### src/rtl/sr_excitation_driver.sv
// Drives a bank of clocked SR flops toward a requested Q word and waits for the feedback to match.
// Optional SR_DRV_RETRY_EN: re-drive up to MAX_RETRY times after a check timeout before raising err.
module sr_excitation_driver #(
    parameter int unsigned WIDTH     = 4,
    parameter int unsigned TIMEOUT   = 8,
    parameter int unsigned MAX_RETRY = 2
) (
    input  logic             clk,
    input  logic             reset,
    input  logic             tgt_valid,
    input  logic [WIDTH-1:0] tgt_data,
    output logic             tgt_ready,
    input  logic [WIDTH-1:0] q_fb,
    output logic [WIDTH-1:0] s_out,
    output logic [WIDTH-1:0] r_out,
    output logic             busy,
    output logic             done,
    output logic             err
);

    localparam int unsigned CntW = (TIMEOUT > 1) ? $clog2(TIMEOUT) : 1;

    typedef enum logic [1:0] {StIdle, StDrive, StCheck} state_e;

    state_e           state_q, state_d;
    logic [WIDTH-1:0] tgt_q, tgt_d;
    logic [WIDTH-1:0] s_q, s_d;
    logic [WIDTH-1:0] r_q, r_d;
    logic [CntW-1:0]  cnt_q, cnt_d;
    logic             done_q, done_d;
    logic             err_q, err_d;
    logic             retry_ok;
    logic             retry_start;
    logic             retry_inc;

    always_comb begin
        state_d     = state_q;
        tgt_d       = tgt_q;
        s_d         = '0;
        r_d         = '0;
        cnt_d       = cnt_q;
        done_d      = 1'b0;
        err_d       = 1'b0;
        retry_start = 1'b0;
        retry_inc   = 1'b0;
        unique case (state_q)
            StIdle: begin
                if (tgt_valid) begin
                    tgt_d       = tgt_data;
                    // s and r are disjoint by construction: s needs t=1, r needs t=0
                    s_d         = tgt_data & ~q_fb;
                    r_d         = ~tgt_data & q_fb;
                    retry_start = 1'b1;
                    state_d     = StDrive;
                end
            end
            StDrive: begin
                cnt_d   = '0;
                state_d = StCheck;
            end
            StCheck: begin
                if (q_fb == tgt_q) begin
                    done_d  = 1'b1;
                    state_d = StIdle;
                end else if (cnt_q == CntW'(TIMEOUT - 1)) begin
                    if (retry_ok) begin
                        s_d       = tgt_q & ~q_fb;
                        r_d       = ~tgt_q & q_fb;
                        retry_inc = 1'b1;
                        state_d   = StDrive;
                    end else begin
                        err_d   = 1'b1;
                        state_d = StIdle;
                    end
                end else begin
                    cnt_d = cnt_q + 1'b1;
                end
            end
            default: state_d = StIdle;
        endcase
    end

`ifdef SR_DRV_RETRY_EN
    localparam int unsigned RetryW = (MAX_RETRY > 0) ? $clog2(MAX_RETRY + 1) : 1;

    logic [RetryW-1:0] retry_q, retry_d;

    assign retry_ok = (int'(retry_q) < int'(MAX_RETRY));

    always_comb begin
        retry_d = retry_q;
        if (retry_start) begin
            retry_d = '0;
        end else if (retry_inc) begin
            retry_d = retry_q + 1'b1;
        end
    end

    always_ff @(posedge clk or negedge reset) begin
        if (!reset) begin
            retry_q <= '0;
        end else begin
            retry_q <= retry_d;
        end
    end
`else
    // Without retries the first timeout is final; MAX_RETRY stays in the parameter list only.
    logic unused_retry;
    assign retry_ok     = 1'b0;
    assign unused_retry = ^{retry_start, retry_inc, MAX_RETRY};
`endif

    always_ff @(posedge clk or negedge reset) begin
        if (!reset) begin
            state_q <= StIdle;
            tgt_q   <= '0;
            s_q     <= '0;
            r_q     <= '0;
            cnt_q   <= '0;
            done_q  <= 1'b0;
            err_q   <= 1'b0;
        end else begin
            state_q <= state_d;
            tgt_q   <= tgt_d;
            s_q     <= s_d;
            r_q     <= r_d;
            cnt_q   <= cnt_d;
            done_q  <= done_d;
            err_q   <= err_d;
        end
    end

    assign tgt_ready = (state_q == StIdle);
    assign busy      = (state_q == StDrive) || (state_q == StCheck);
    assign s_out     = s_q;
    assign r_out     = r_q;
    assign done      = done_q;
    assign err       = err_q;

endmodule
### config.mk
export PLATFORM = sky130hd
export DESIGN_NAME = sr_excitation_driver
export DESIGN_NICKNAME = d
export VERILOG_FILES = /design/src/rtl/sr_excitation_driver.sv
export SDC_FILE = /design/constraint.sdc
export NUM_CORES = 1
export LEC_CHECK = 0
export CAP_MARGIN = 20
export CELL_PAD_IN_SITES_DETAIL_PLACEMENT = 1
export CELL_PAD_IN_SITES_GLOBAL_PLACEMENT = 2
export CORE_ASPECT_RATIO = 1.75
export CORE_MARGIN = 5
export CORE_UTILIZATION = 30
export DETAILED_ROUTE_END_ITERATION = 10
export HOLD_SLACK_MARGIN = 0.06
export MAX_ROUTING_LAYER = met4
export PLACE_DENSITY = 0.77
export RECOVER_POWER = 100
export SLEW_MARGIN = 20
export SYNTH_ARGS = -nofsm -noshare
export SYNTH_HDL_FRONTEND = slang
export SYNTH_SLANG_ARGS = --single-unit
### constraint.sdc
create_clock -name clk -period 2.4 [get_ports clk]
set_clock_uncertainty 0.15 [all_clocks]
set_input_delay 0.24 -clock clk [delete_from_list [all_inputs] [get_ports clk]]
set_output_delay 0.24 -clock clk [all_outputs]
set_load 0.02 [all_outputs]
---- Yosys cells after proc, flatten, opt, wreduce, memory -nomap -nowiden ----
Cells that the tools add are included.
operators by class
  reductions and logical operators ........ 6
  add/subtract/negate cells ............... 1
  multiplexer cells ....................... 16
  equal/unequal tests ..................... 8
  bitwise operators ....................... 4
operators with widths
  operator                                                               number
  4-bit two-way mux                                                      4
  4-bit AND                                                              2
  4-bit inverter                                                         2
  2-bit two-way mux                                                      3
  3-bit two-way mux                                                      2
  2-bit inequality test, second input constant                           3
  2-bit case mux with 3 select lines                                     1
  3-bit case mux with 2 select lines                                     1
  1-bit two-way mux                                                      5
  4-bit equality test                                                    1
  2-bit AND reduction                                                    2
  3-bit by 1-bit adder with 3-bit output, second input constant          1
  3-bit equality test, second input constant                             1
  3-bit inequality test, second input constant                           1
  3-bit AND reduction                                                    1
  2-bit by 1-bit equality test with 1-bit output, second input constant  1
  2-bit equality test, second input constant                             1
  2-bit zero test                                                        1
  2-bit nonzero test                                                     1
  1-bit logical OR                                                       1
storage, ports and cells
  output and inout bits ................... 12
  register bits after elaboration ......... 19
  input port bits ......................... 11
  word-level logic and storage cells ...... 42

---- Longest topological paths before layout ----
  depth after elaboration ................. 4
  depth in mapped cells ................... 5
  gate-level depth less buffers ........... 5

---- Least setup slack after synthesis ----
No wires, ideal clock.
  path type ............................... register to register
  start ................................... register cnt_q[0]
  end ..................................... register state_q[1]
  stages on the path, launching flop included .. 6
  slack ................................... 0.652 ns
  arrival ................................. 1.472 ns
  period minus slack after synthesis ...... 1.748 ns
  setup time .............................. 0.126 ns
  data required time ...................... 2.124 ns
  path buffers ............................ 0
  cells stage by stage .................... dfrtp_1 -> ha_1 -> ha_1 -> nand2b_1 -> a41o_2 -> a311o_1
on the way
  word-level cells in the longest chain between the ends .. 3
ends and longest elaborated chain
  element                          RTL line  RTL
  from (decl)                      29        logic [CntW-1:0] cnt_q, cnt_d;
  from (signal assigned)           127       cnt_q <= cnt_d;
  3-bit equality test              65        end else if (cnt_q == CntW'(TIMEOUT - 1)) begin
  3-bit inequality test (no line)  --
  2-bit AND reduction (no line)    --
  to (signal assigned)             115       state_q <= StIdle;
  to (signal assigned)             123       state_q <= state_d;
  to (decl)                        25        state_e state_q, state_d;
Every way passes these cells.
A chain may end at the register's enable or synchronous reset.

---- Final worst setup path ----
  start ................................... register state_q[1]
  end ..................................... output port tgt_ready
on the way
  word-level cells in the longest chain between the ends .. 1
ends and longest elaborated chain
  element          RTL line  RTL
  2-bit zero test  --
  to (decl)        12        output logic tgt_ready,
Every way passes these cells.

==> key figures <==
Flow run
  • Max-capacitance violation count: 0

Clock tree
  • Clock sink count: 19
  • Max clock buf depth: 2
  • Clock latency on the worst-skew pair: 260 ps
  • Count of hold-fix buffers inserted at cts: 0
  • H-tree Lvls: 1
  • CTS tree: done
  • Post-CTS setup buffers: 0
  • PostCTS Resize Cnt: 0
  • Root Driver: clkbuf_8
  • Clock transition at path regs: 80 ps
  • Cts bufs inserted: 3

Synthesis
  • Cell variety after synth: 18
  • Yosys top cell area share: 0.560
  • Top_reg_cell synth: dfrtp_1
  • Synth area leader: dfrtp_1
  • Sequential element share of the synthesized area: 0.560
  • Syn Nets: 84
  • Yosys warnings: 0
  • Synthesized area per cell: 12.5 um^2
  • Share of synthesized flip-flops with an asynchronous set or reset: 1.00
  • Post-synth EDFFs: 0
  • Top cells by area, synth: dfrtp_1 (56%), ha_1 (7.4%), nor3b_1 (7.1%)
  • Mapped Cells: 68
  • Cell with the most instances after synthesis: dfrtp_1
  • Synth Cell Area: 850 um^2
  • Top cells by count, synth: dfrtp_1 (19), nor3b_1 (8), inv_1 (6)
  • #FFs+latches synth: 19

Floorplan
  • Height of the die: 80.4 um
  • Die Width: 50.2 um
  • Core area: 2720 um^2
  • Starting density of the core: 0.312
  • Die area: 4040 um^2
  • # rows: 25
  • Io pins: 23

Routing
  • Router iterations before antenna repair: 2
  • DRC Markers: 0
  • DRT antenna net count: 0
  • Drt wl/cell: 15.4 um
  • Initial DRC Count: 4
  • Final wirelength: 1.87 mm
  • Vias per inst: 4.98
  • Vias: 603

Hold path
  • WHS Path Cells: 1
  • Worst hold-check path type: reg2reg

Power
  • Leak: 0.551 nW
  • Power density cells: 1010 nW/um^2
  • Peak VDD IR: 0.543 mV

Final layout
  • Final instance area: 1140 um^2
  • P&R area growth vs syn: 34.3%
  • Share of cells above drive strength 1: 0.0851
  • Filler Cell Count: 291
  • Ant diodes: 0
  • Final net count: 111
  • Post-Layout Cell Count: 121

Worst setup path
  • R2R depth: 5
  • CP max FO: 4
  • CP Capture Type: primary output
  • CP cell instances: inv_1 > ha_1 > dlygate4sd3_1
  • Critical path class: reg2out
  • Largest stage delay, worst path: 690 ps
  • Crit start category: register
  • Critical Path RT: 2010 ps
  • Arrival time worst endpoint: 1690 ps
  • Slowest cell on the critical path: dlygate4sd3_1

STA
  • Max-slew headroom: 0.319
  • Hold Fails Final Rpt: 0
  • Max Clk Rate: 0.481 GHz
  • Setup TNS: 0 ps
  • RSZ-0062 raised after global routing: false
  • Period minus WS final: 2080 ps
  • Final Slew Violations: 0
  • Worst slew pin tran: 1020 ps
  • Fin worst setup slack: 320 ps
  • Fin crit share: 0.867
  • Finish-stage setup viols: 0

Global route
  • First-pass GRT wire length: 2.88 mm
  • Initial antenna violation count: 0
  • Pin count of the biggest net entering global routing: 20
  • Congestion Overflow GR: 0
  • GRT Total Usage: 0.0979
  • Vias in the first global route: 644

Status
  • Status: finished clean

Placed design
  • Pre-CTS setup slack: 543 ps
  • # port buffers: 22
  • Placer Congestion: 0.696
  • Dpl cells: 117
  • Area post-placement: 1110 um^2
  • Post-DP HPWL: 1.48 mm
==> worst paths after layout <==
path                                 start          to  slack, ps
worst max register to register    cnt_q[0]  state_q[1]        500
min in group asynchronous            reset    s_out[2]        520
worst max-delay path            state_q[1]   tgt_ready        320
max in group asynchronous            reset    cnt_q[2]        970
worst min-delay path              cnt_q[0]    cnt_q[0]        350
worst min register to register    cnt_q[0]    cnt_q[0]        350
==> sequential cells by signal, summed over array words and instances, names as in the netlist <==
register,cells
tgt_q,4
s_out,4
err,1
cnt_q,3
r_out,4
state_q,2
done,1
==> report_power, final <==
group	leakage (nW)	switching [mW]	internal [mW]
sequential	0.250	0.0579	0.405
combinational	0.276	0.251	0.214
clock	0.0255	0.112	0.115
==> per-layer routing <==
layer / track usage / wire [um] / vias to the layer above
met5: - / 0 / -
met4: 0.0394 / 28 / 0
met3: 0.0223 / 62 / 4
met2: 0.181 / 1110 / 12
met1: 0.0943 / 662 / 304
li1: - / - / 283
==> per-stage QoR <==
stage | total power [mW] | hold slack (ps) | utilization
global placement | 0.954 | 316 | 0.406
CTS | 1.20 | 169 | 0.423
detailed placement | 0.973 | 342 | 0.406
floorplan | 0.797 | -206 | -
finish | 1.16 | 352 | 0.419
global route | 1.23 | 372 | 0.419
==> worst max-delay path, delay by kind of cell (launching register included) <==
family	cells	cell delay [ps]
buffers and inverters	2	800
DFF	1	420
adders and majority gates	1	220
==> layout make-up <==
class                           count  area [um^2]  area share
Multi-Input combinational cell     42          339       0.297
Clock buffer                        3         41.3      0.0362
Timing Repair Buffer               23          224       0.196
Tap cell                           27         33.8      0.0296
Sequential cell                    19          475       0.417
Clock inverter                      1         5.00     0.00439
Inverter                            6         22.5      0.0197
==> kinds of logic after synthesis <==
family                     after synthesis  synth area share
AOI/OAI and AO/OA                        4            0.0530
xor gates and xnor gates                 4            0.0412
adders and majority gates                5            0.0736
buffers and inverters                    7            0.0324
DFF                                     19             0.560
muxes                                    7            0.0884
and+or+nand+nor                         22             0.152
==> layout by cell type (no fill, tap or decap), types with 3 or more instances in the layout <==
cell type / count
dfrtp_1: 19
dlygate4sd3_1: 14
nor3b_1: 8
clkdlybuf4s50_1: 8
inv_1: 6
ha_1: 5
nand2_1: 4
xnor2_1: 4
nor2_1: 4
mux2_2: 4
nand2b_1: 3
mux2i_1: 3
clkbuf_8: 3
Note: power is estimated with default switching activity, not from simulation.
